--- config.mk ---
export PLATFORM = sky130hd
export DESIGN_NAME = power_arbiter
export DESIGN_NICKNAME = d
export VERILOG_FILES = /design/src/rtl/power_arb_pkg.sv /design/src/rtl/power_arb_tag_fifo.sv /design/src/rtl/power_arbiter.sv
export SDC_FILE = /design/constraint.sdc
export NUM_CORES = 1
export LEC_CHECK = 0
export ABC_AREA = 1
export BUFFER_PORTS_ARGS = -buffer_cell sky130_fd_sc_hd__buf_2
export CAP_MARGIN = 20
export CORE_MARGIN = 3
export CORE_UTILIZATION = 48
export CTS_BUF_LIST = sky130_fd_sc_hd__clkbuf_4 sky130_fd_sc_hd__clkbuf_8 sky130_fd_sc_hd__clkbuf_16
export DETAILED_ROUTE_END_ITERATION = 6
export PLACE_DENSITY = 0.8
export SLEW_MARGIN = 10
export SYNTH_ARGS = -nofsm -noshare
export SYNTH_HDL_FRONTEND = slang
export SYNTH_HIERARCHICAL = 1
export SYNTH_SLANG_ARGS = --single-unit
--- constraint.sdc ---
create_clock -name clk -period 4 [get_ports clk]
set_clock_uncertainty 0.15 [all_clocks]
set_input_delay 0.2 -clock clk [delete_from_list [all_inputs] [get_ports clk]]
set_output_delay 0.2 -clock clk [all_outputs]
set_load 0.01 [all_outputs]
--- src/rtl/power_arb_pkg.sv ---
// power_arb_pkg: shared types and constants for the power_arbiter slice.
//   TAG_W(n) : width of a requester ID for n requesters (minimum 1 bit)
//   tag_t    : requester ID as stored in the tag FIFO, sized for the largest
//              legal requester count so one FIFO type serves every build
//   STAT_W   : width of the per-requester grant counters
package power_arb_pkg;

  localparam int STAT_W  = 16;
  localparam int MAX_REQ = 8;

  function automatic int TAG_W(input int n);
    return (n <= 2) ? 1 : $clog2(n);
  endfunction

  typedef logic [TAG_W(MAX_REQ)-1:0] tag_t;

endpackage

--- src/rtl/power_arb_tag_fifo.sv ---
// power_arb_tag_fifo: in-order FIFO of requester IDs for operands in flight.
// Ports:
//   clk, reset        clock, synchronous active-high reset
//   push, push_tag    enqueue one requester ID
//   pop, pop_tag      dequeue; pop_tag shows the head entry combinationally
//   full, empty       occupancy flags
//   count             number of stored IDs (0..DEPTH)
// DEPTH must be a power of two so the pointers wrap naturally.
module power_arb_tag_fifo
  import power_arb_pkg::*;
#(
  parameter int DEPTH = 8
) (
  input  logic                       clk,
  input  logic                       reset,
  input  logic                       push,
  input  tag_t                       push_tag,
  input  logic                       pop,
  output tag_t                       pop_tag,
  output logic                       full,
  output logic                       empty,
  output logic [$clog2(DEPTH):0]     count
);

  localparam int AW = $clog2(DEPTH);

  tag_t            mem_q [DEPTH];
  logic [AW-1:0]   wr_ptr_q, wr_ptr_d;
  logic [AW-1:0]   rd_ptr_q, rd_ptr_d;
  logic [AW:0]     count_q,  count_d;
  logic            do_push, do_pop;

  assign full    = (count_q == (AW+1)'(DEPTH));
  assign empty   = (count_q == '0);
  assign count   = count_q;
  assign pop_tag = mem_q[rd_ptr_q];

  // A push while full is accepted only when the head leaves in the same cycle.
  assign do_push = push & (~full | pop);
  assign do_pop  = pop & ~empty;

  always_comb begin
    wr_ptr_d = wr_ptr_q;
    rd_ptr_d = rd_ptr_q;
    count_d  = count_q;
    if (do_push) wr_ptr_d = wr_ptr_q + 1'b1;
    if (do_pop)  rd_ptr_d = rd_ptr_q + 1'b1;
    case ({do_push, do_pop})
      2'b10:   count_d = count_q + 1'b1;
      2'b01:   count_d = count_q - 1'b1;
      default: count_d = count_q;
    endcase
  end

  always_ff @(posedge clk) begin
    if (reset) begin
      wr_ptr_q <= '0;
      rd_ptr_q <= '0;
      count_q  <= '0;
    end else begin
      wr_ptr_q <= wr_ptr_d;
      rd_ptr_q <= rd_ptr_d;
      count_q  <= count_d;
    end
  end

  // Storage needs no reset: only entries between the pointers are ever read.
  always_ff @(posedge clk) begin
    if (do_push) mem_q[wr_ptr_q] <= push_tag;
  end

endmodule

--- src/rtl/power_arbiter.sv ---
// power_arbiter: round-robin sharing of one pipelined power unit among
// NUM_REQ requesters, with in-order routing of results back to the issuer.
// Ports:
//   clk, reset                 clock, synchronous active-high reset
//   req_valid/req_data         per-requester operands (requester k at
//                              bits [k*DATA_WIDTH +: DATA_WIDTH])
//   req_ready                  one-hot combinational grant
//   pw_i_valid/pw_i_data       registered issue to the power unit
//   pw_o_valid/pw_o_data       results from the power unit
//   rsp_valid/rsp_data         registered one-hot result strobe and data
//   outstanding                operands in flight
//   tag_err                    sticky: result arrived with no tag pending
//   stat_sel/stat_count        per-requester grant counter readout
// Optional feature macro: POWER_ARB_STATS_EN builds 16-bit saturating grant
// counters; without it stat_count reads 0.
module power_arbiter
  import power_arb_pkg::*;
#(
  parameter int NUM_REQ    = 4,
  parameter int DATA_WIDTH = 32,
  parameter int OUT_WIDTH  = 64,
  parameter int TAG_DEPTH  = 8
) (
  input  logic                          clk,
  input  logic                          reset,
  input  logic [NUM_REQ-1:0]            req_valid,
  input  logic [NUM_REQ*DATA_WIDTH-1:0] req_data,
  output logic [NUM_REQ-1:0]            req_ready,
  output logic                          pw_i_valid,
  output logic [DATA_WIDTH-1:0]         pw_i_data,
  input  logic                          pw_o_valid,
  input  logic [OUT_WIDTH-1:0]          pw_o_data,
  output logic [NUM_REQ-1:0]            rsp_valid,
  output logic [OUT_WIDTH-1:0]          rsp_data,
  output logic [$clog2(TAG_DEPTH):0]    outstanding,
  output logic                          tag_err,
  input  logic [$clog2(NUM_REQ)-1:0]    stat_sel,
  output logic [15:0]                   stat_count
);

  localparam int TW = TAG_W(NUM_REQ);

  logic [TW-1:0]         rr_ptr_q, rr_ptr_d;
  logic                  pw_i_valid_q, pw_i_valid_d;
  logic [DATA_WIDTH-1:0] pw_i_data_q, pw_i_data_d;
  logic [NUM_REQ-1:0]    rsp_valid_q, rsp_valid_d;
  logic [OUT_WIDTH-1:0]  rsp_data_q, rsp_data_d;
  logic                  tag_err_q, tag_err_d;

  logic          grant_any;
  logic [TW-1:0] grant_idx;
  logic          fifo_full, fifo_empty, fifo_pop;
  tag_t          pop_tag;
  logic          unused_pop_tag;

  // Round-robin search starting at rr_ptr. Grants are withheld while the
  // tag FIFO is full (registered count) and while reset is asserted.
  always_comb begin
    int idx;
    idx       = 0;
    req_ready = '0;
    grant_idx = '0;
    grant_any = 1'b0;
    if (!reset && !fifo_full) begin
      for (int i = 0; i < NUM_REQ; i++) begin
        idx = int'(rr_ptr_q) + i;
        if (idx >= NUM_REQ) idx = idx - NUM_REQ;
        if (!grant_any && req_valid[idx]) begin
          grant_any      = 1'b1;
          req_ready[idx] = 1'b1;
          grant_idx      = TW'(idx);
        end
      end
    end
  end

  // Results only pop a tag when one is pending; otherwise they are flagged.
  assign fifo_pop = pw_o_valid & ~fifo_empty;
  assign unused_pop_tag = ^pop_tag;

  always_comb begin
    rr_ptr_d     = rr_ptr_q;
    pw_i_valid_d = grant_any;
    pw_i_data_d  = pw_i_data_q;
    rsp_valid_d  = '0;
    rsp_data_d   = rsp_data_q;
    tag_err_d    = tag_err_q | (pw_o_valid & fifo_empty);
    if (grant_any) begin
      rr_ptr_d    = (grant_idx == TW'(NUM_REQ-1)) ? '0 : grant_idx + 1'b1;
      pw_i_data_d = req_data[grant_idx*DATA_WIDTH +: DATA_WIDTH];
    end
    if (fifo_pop) begin
      rsp_valid_d[pop_tag[TW-1:0]] = 1'b1;
      rsp_data_d                   = pw_o_data;
    end
  end

  always_ff @(posedge clk) begin
    if (reset) begin
      rr_ptr_q     <= '0;
      pw_i_valid_q <= 1'b0;
      pw_i_data_q  <= '0;
      rsp_valid_q  <= '0;
      rsp_data_q   <= '0;
      tag_err_q    <= 1'b0;
    end else begin
      rr_ptr_q     <= rr_ptr_d;
      pw_i_valid_q <= pw_i_valid_d;
      pw_i_data_q  <= pw_i_data_d;
      rsp_valid_q  <= rsp_valid_d;
      rsp_data_q   <= rsp_data_d;
      tag_err_q    <= tag_err_d;
    end
  end

  power_arb_tag_fifo #(.DEPTH(TAG_DEPTH)) u_tag_fifo (
    .clk      (clk),
    .reset    (reset),
    .push     (grant_any),
    .push_tag (tag_t'(grant_idx)),
    .pop      (fifo_pop),
    .pop_tag  (pop_tag),
    .full     (fifo_full),
    .empty    (fifo_empty),
    .count    (outstanding)
  );

  assign pw_i_valid = pw_i_valid_q;
  assign pw_i_data  = pw_i_data_q;
  assign rsp_valid  = rsp_valid_q;
  assign rsp_data   = rsp_data_q;
  assign tag_err    = tag_err_q;

`ifdef POWER_ARB_STATS_EN
  logic [STAT_W-1:0] stat_all [NUM_REQ];

  for (genvar gi = 0; gi < NUM_REQ; gi++) begin : g_stat
    logic [STAT_W-1:0] cnt_q, cnt_d;

    // Saturate at all-ones so a long run never wraps back to a small value.
    always_comb begin
      cnt_d = cnt_q;
      if (req_ready[gi] && (cnt_q != '1)) cnt_d = cnt_q + 1'b1;
    end

    always_ff @(posedge clk) begin
      if (reset) cnt_q <= '0;
      else       cnt_q <= cnt_d;
    end

    assign stat_all[gi] = cnt_q;
  end

  always_comb begin
    stat_count = '0;
    if (int'(stat_sel) < NUM_REQ) stat_count = stat_all[stat_sel];
  end
`else
  logic unused_stat_sel;
  assign unused_stat_sel = ^stat_sel;
  assign stat_count      = '0;
`endif

endmodule

After elaboration in Yosys (flattened, before gate mapping)
Memories as Yosys holds them, arrays and structs flattened. A register that Yosys moved wholly into a read port is not among the register bits.
Index checks and enable logic that the tools add are counted.
{"block": "op_classes", "addsub": 12, "magnitude_cmp": 14, "n_eq_ne": 4, "shift": 1, "n_mux": 57, "bitwise": 12, "reduce_logical": 17}
{"cell": "$mux W32", "n": 8}
{"cell": "$ge A32 B1 Y1 const B", "n": 4}
{"cell": "$lt A32 B4 Y1 const B", "n": 4}
{"cell": "$shiftx A128 B8 Y32", "n": 1}
{"cell": "$mux W4", "n": 8}
{"cell": "$mux W1", "n": 23}
{"cell": "$mux W2", "n": 6}
{"cell": "$or A4 B4 Y4", "n": 3}
{"cell": "$sub A3 B3 Y4 const B", "n": 3}
{"cell": "$demux W1 S2", "n": 5}
{"cell": "$ge A3 B3 Y1 const B", "n": 3}
{"cell": "$logic_and A1 B1 Y1", "n": 9}
{"cell": "$bmux W1 S2", "n": 4}
{"cell": "$pmux W4 S2", "n": 1}
{"cell": "$add A2 B2 Y3 const B", "n": 2}
{"cell": "$add A3 B1 Y3 const B", "n": 2}
{"cell": "$mux W3", "n": 2}
{"cell": "$logic_not A1 Y1", "n": 5}
{"cell": "$add A4 B1 Y4 const B", "n": 1}
{"cell": "$and A1 B1 Y1", "n": 4}
{"cell": "$eq A2 B2 Y1 const B", "n": 2}
{"cell": "$eq A4 B4 Y1 const B", "n": 1}
{"cell": "$logic_not A4 Y1", "n": 1}
{"cell": "$sub A2 B3 Y4 const B", "n": 1}
{"cell": "other kinds (11)", "n": 14}
{"block": "totals", "reg_bits": 114, "ramBits": 16, "inputBits": 201, "out_inout_bits": 126, "wordCells": 127, "mem_count": 1}
{"memory": "u_tag_fifo.mem_q", "depth": 8, "width": 2, "rd": 1, "rd_clocked_by_memory_dff": 1, "wr": 1, "line_no": "power_arb_tag_fifo.sv:27", "text": "tag_t mem_q [DEPTH];"}

Longest topological paths before layout
{"block": "logic_depth", "ltp_word": 24, "ltp_mapped": 22, "depth_no_buf": 19}

Modules after synthesis
The synthesis kept the hierarchy.
{"mod": "power_arbiter", "instances": 1, "cells_per_inst": 807, "area_per_inst_um2": 5486.5}
{"mod": "power_arb_tag_fifo", "instances": 1, "cells_per_inst": 164, "area_per_inst_um2": 1621.6}

Worst setup path after synthesis
Ideal clock, no wire load.
{"block": "synth_timing", "path_type": "reg-to-reg", "start": "register rr_ptr_q[0]", "end": "register u_tag_fifo.count_q[2] (netlist: u_tag_fifo/count[2])", "setup_time_ns": 0.115, "arrival_ns": 2.789, "required_time_ns": 3.735, "slack_ns": 0.946, "stages_incl_launch_ff": 22, "path_buffers": 3, "synth_period_minus_slack_ns": 3.054, "cell_sequence": "dfxtp_1 -> buf_6 -> inv_8 -> ha_1 -> inv_1 -> nand3_2 -> nand2_2 -> nand4_1 -> nand2_2 -> inv_4 -> buf_4 -> buf_2 -> nand2_4 -> ha_1 -> nand2_1 -> inv_1 -> nor2_2 -> ha_1 -> a21oi_1 -> xnor2_1 -> o21ai_0 -> inv_1"}
{"block": "synth_via", "elab_chain_len": 23, "elab_cells_between_ends": 50, "classes_between": "add/sub (7); order compare (4); eq/ne (2); mux (29); bitwise (1); reduce/logical (7)"}
{"element": "start: declaration", "line_no": "power_arbiter.sv:43", "text": "logic [TW-1:0] rr_ptr_q, rr_ptr_d;"}
{"element": "start signal: assignment", "line_no": "power_arbiter.sv:107", "text": "rr_ptr_q <= rr_ptr_d;"}
{"element": "$sub A2 B3 Y4 / $ge A2 B3 Y1 (equally long branches)", "line_no": "power_arbiter.sv:67", "text": "if (idx >= NUM_REQ) idx = idx - NUM_REQ;"}
{"element": "$mux W32", "line_no": "power_arbiter.sv:67"}
{"element": "$mux W32", "line_no": "power_arbiter.sv:64", "text": "if (!reset && !fifo_full) begin"}
{"element": "$bmux W1 S2", "line_no": "power_arbiter.sv:68", "text": "if (!grant_any && req_valid[idx]) begin"}
{"element": "$mux W1 (not written as such) (2 in a row)", "line_no": "power_arbiter.sv:68"}
{"element": "$mux W1", "line_no": "power_arbiter.sv:68"}
{"element": "$mux W1", "line_no": "power_arbiter.sv:64"}
{"element": "$logic_not A1 Y1", "line_no": "power_arbiter.sv:68"}
{"element": "[7 not listed]"}
{"element": "$logic_not A1 Y1", "line_no": "power_arbiter.sv:68"}
{"element": "$logic_and A1 B1 Y1", "line_no": "power_arbiter.sv:68"}
{"element": "$mux W1 *", "line_no": "power_arbiter.sv:68"}
{"element": "$mux W1 *", "line_no": "power_arbiter.sv:64"}
{"element": "named net grant_any", "line_no": "power_arbiter.sv:50", "text": "logic grant_any;"}
{"element": "$and A1 B1 Y1 *", "line_no": "power_arb_tag_fifo.sv:39", "text": "assign do_push = push & (~full | pop);"}
{"element": "$eq A2 B1 Y1 / $eq A2 B2 Y1 (equally long branches)", "line_no": "power_arb_tag_fifo.sv:48", "text": "case ({do_push, do_pop})"}
{"element": "$pmux W4 S2 / $reduce_bool A2 Y1 (equally long branches)"}
{"element": "end signal: assignment", "line_no": "power_arb_tag_fifo.sv:63", "text": "count_q <= count_d;"}
{"element": "end: declaration", "line_no": "power_arb_tag_fifo.sv:30", "text": "logic [AW:0] count_q, count_d;"}
The timed path passes the listed nets; every way through them passes the cells marked *. The select of a mux whose other input is x is not followed.
A chain may end at the register's enable or synchronous reset.

Final worst setup path
{"block": "layout_timing", "start": "register rr_ptr_q[0]", "end": "register pw_i_data_q[1] (netlist: pw_i_data[1])"}
{"block": "layout_via", "elab_chain_len": 21, "elab_cells_between_ends": 51, "classes_between": "add/sub (7); order compare (4); shift (1); mux (33); reduce/logical (6)"}
{"element": "$sub A2 B3 Y4 / $ge A2 B3 Y1 (equally long branches)", "line_no": "power_arbiter.sv:67"}
{"element": "$mux W32", "line_no": "power_arbiter.sv:67"}
{"element": "$mux W32", "line_no": "power_arbiter.sv:64"}
{"element": "$bmux W1 S2", "line_no": "power_arbiter.sv:68"}
{"element": "$mux W1 (not written as such) (2 in a row)", "line_no": "power_arbiter.sv:68"}
{"element": "$mux W1", "line_no": "power_arbiter.sv:68"}
{"element": "$mux W1", "line_no": "power_arbiter.sv:64"}
{"element": "$logic_not A1 Y1", "line_no": "power_arbiter.sv:68"}
{"element": "[4 not listed]"}
{"element": "$logic_and A1 B1 Y1", "line_no": "power_arbiter.sv:68"}
{"element": "$mux W1", "line_no": "power_arbiter.sv:68"}
{"element": "$mux W1", "line_no": "power_arbiter.sv:64"}
{"element": "$logic_not A1 Y1", "line_no": "power_arbiter.sv:68"}
{"element": "$logic_and A1 B1 Y1", "line_no": "power_arbiter.sv:68"}
{"element": "$mux W2", "line_no": "power_arbiter.sv:68"}
{"element": "$mux W2", "line_no": "power_arbiter.sv:64"}
{"element": "$shiftx A128 B8 Y32", "line_no": "power_arbiter.sv:90", "text": "pw_i_data_d = req_data[grant_idx*DATA_WIDTH +: DATA_WIDTH];"}
{"element": "end signal: assignment", "line_no": "power_arbiter.sv:109", "text": "pw_i_data_q <= pw_i_data_d;"}
{"element": "end: declaration", "line_no": "power_arbiter.sv:45", "text": "logic [DATA_WIDTH-1:0] pw_i_data_q, pw_i_data_d;"}
Parallel ways exist; a longest one is shown, timed or not. The select of a mux whose other input is x is not followed.

==> flow_metrics.py <==
metrics = {
    "critical_path": {
        "rr_worst_depth": 16,
        "r2r-start": "rr_ptr_q[0]",
        "path_class": "flip-flop to flip-flop",
        "cp_max_fo": 86,
        "timing.rr.end": "pw_i_data[1]",
        "crit_path_end_kind": "flip-flop",
        "cp_slowest_cell": "dlygate4sd3_1",
        "crit_required_ps": 4210,
        "path_cells": "buf_4, inv_8, ha_1, inv_1, nand3_1, nand2_1, nand4_1, nand2_2, inv_4, buf_8, nand3_1, nand3_1, dlygate4sd3_1, nand3_1, dlygate4sd3_1, nand2_1",
        "slowest_delay_ps": 580,
        "r2r_slack_ps": 280,
        "worst_ep_arrival_time_ps": 3920,
        "critPathLaunchType": "flip-flop",
        "cpMostUsedCell": "nand3_1",
    },
    "clocking": {
        "cts_tree": "done",
        "clk_pin_slew_ps": 60,
        "cts_setup_buffers": 0,
        "root_buffer": "clkbuf_16",
        "clock_sinks": 133,
        "clkLatencyLatePin_ps": 410,
        "cts_made_buffers": 17,
        "clock_path_buffers": 2,
        "htreeDepth": 4,
    },
    "timing": {
        "setup_violations": 0,
        "setup_ws_ps": 283,
        "hold_viol": 0,
        "final_max_slew_viol_count": 0,
        "fin_tns_setup_ps": 0,
        "whs_ps": 18.6,
        "worst_pin_slew_ps": 1000,
        "slew_headroom_pct": 33.2,
        "period_share_pct": 92.9,
        "max_freq_mhz": 269,
        "rsz0062_at_grt": "no",
        "fin_crit_ps": 3720,
    },
    "cells_and_area": {
        "nets": 1567,
        "design_area_mm2": 0.0102,
        "syn2layout_area_growth_pct": 49.3,
        "drive_gt1_share_pct": 28.4,
        "instances_no_fill": 1551,
    },
    "route": {
        "routedWlPerCell_um": 16.4,
        "drc": 0,
        "vias": 8297,
        "first_pass_iters": 5,
        "drtIter0Drc": 848,
        "vias_per_cell": 5.35,
        "wirelength_um": 25500,
        "antenna_left": 0,
    },
    "floorplan": {
        "coreArea_mm2": 0.0136,
        "die_w_um": 125,
        "die_area_mm2": 0.0156,
        "start_util_pct": 50.2,
        "num_rows": 42,
        "dieHeight_um": 125,
        "io_pins": 327,
    },
    "global_routing": {
        "grt_max_degree": 87,
        "grt-ovfl-total": 0,
        "grt_pass1_vias": 8125,
        "grt_pass1_wl_um": 40400,
        "antenna_found_initial": 3,
        "grtUsageTotal_pct": 31.5,
    },
    "flow_run": {
        "maxCapViolations": 0,
    },
    "placed_design": {
        "place.gp.congestion": 0.934,
        "post-place-cells": 1384,
        "io_buffers": 308,
        "place_area_mm2": 0.00823,
        "place_ws_ps": 877,
        "hpwl_um": 14700,
    },
    "power_and_ir_drop": {
        "peakVddDrop_mv": 0.392,
        "seq_power_share_pct": 28.1,
        "pwr-share-clk_pct": 20.9,
        "switching_share_pct": 43.8,
        "p_leak_nw": 5.21,
        "comb_power_share_pct": 51.1,
        "power_density_mw_per_mm2": 720,
        "p_int_mw": 4.11,
        "p_sw_mw": 3.21,
    },
    "outcome": {
        "run_status": "finished, final reports clean",
    },
    "min_path": {
        "min-delay-path-class": "input pin to flip-flop",
        "hold_depth": 7,
        "min_to": "pw_i_data[9]",
        "min_from": "req_data[9]",
    },
    "synthesis": {
        "synth_cells": 950,
        "syn_avg_cell_area_um2": 7.16,
        "yosys_warnings": 6,
        "synth_area_mm2": 0.00681,
    },
}
flip-flops by register name, indices dropped and copies added, names as in the netlist, named ones only:
signal	cells
rr_ptr_q	2
pw_i_data	32
tag_err	1
pw_i_valid	1
u_tag_fifo/rd_ptr_q	3
rsp_data	64
u_tag_fifo/count	4
u_tag_fifo/mem_q	16
u_tag_fifo/wr_ptr_q	3
rsp_valid	4
repair_timing:
| item | 4_1_cts | 5_1_grt |
|---|---|---|
| setup endpoints to repair | 0 | 6 |
| endpoints found under the hold margin | 91 | 0 |
| gates resized for setup | 0 | 6 |
| hold buffers | 129 | 0 |
per-stage QoR:
step                      power, mW  util [%]
final                          7.31      75.0
after global routing           7.82      74.9
after CTS                      7.13      74.5
after detailed placement       5.27      60.7
after global placement         5.21      60.7
after floorplan                4.48         -
power groups by stage:
stage / clock (mW) / sequential [mW] / combinational [mW]
floorplan: 0 / 2.19 / 2.29
global placement: 0 / 2.04 / 3.17
detailed placement: 0 / 2.04 / 3.23
CTS: 1.53 / 2.03 / 3.57
global route: 1.60 / 2.10 / 4.12
finish: 1.53 / 2.05 / 3.74
layout by cell type, fill, tap and decap left out, types with 4 or more instances in the layout:
master / count
inv_1: 59
dfxtp_1: 116
nand3b_1: 29
a21oi_1: 13
nand3_1: 160
nand2_4: 4
nor3_1: 4
ha_1: 9
edfxtp_1: 16
buf_4: 7
diode_2: 5
nand2_1: 154
nor2_1: 174
inv_2: 6
clkinv_4: 6
inv_4: 4
dlygate4sd3_1: 129
o21ai_0: 83
nand2_2: 8
conb_1: 16
nor2_2: 4
clkbuf_16: 17
buf_2: 308
o22ai_1: 6
nand3_2: 5
how the worst max path moves through the flow:
stage | startpoint | end | depth (start not counted)
after detailed placement | rr_ptr_q[1] | pw_i_data[13] | 13
after global placement | rr_ptr_q[1] | pw_i_data[13] | 13
after global routing | rr_ptr_q[0] | pw_i_data[7] | 16
after floorplan | rr_ptr_q[0] | u_tag_fifo/count[2] | 21
final | rr_ptr_q[0] | pw_i_data[1] | 16
after CTS | rr_ptr_q[1] | pw_i_data[28] | 15
worst max-delay path, delay by kind of cell, from the launching register on:
kind	cells	cell delay, ps
adders and majority gates	1	340
buffers and inverters	7	2060
and+or+nand+nor	8	740
DFF	1	310
cell type report:
type                       instances  area [um2]
antenna                            5        12.5
clock buffer                      20         460
clock inverter                    12         120
fill                             951        3390
inverter                          68         268
multi-input combinational        691        3340
sequential                       133        2820
tap                              176         220
timing repair buffer             446        2920
routing by layer:
| metal | routed length, um | vias to the layer above | GRT usage [%] |
|---|---|---|---|
| met5 | 7 | - | 0 |
| met4 | 1760 | 2 | 19.8 |
| li1 | - | 3887 | - |
| met2 | 12100 | 503 | 52.7 |
| met3 | 2170 | 153 | 9.21 |
| met1 | 9470 | 3752 | 35.2 |
(Power assumes the default switching activity.)
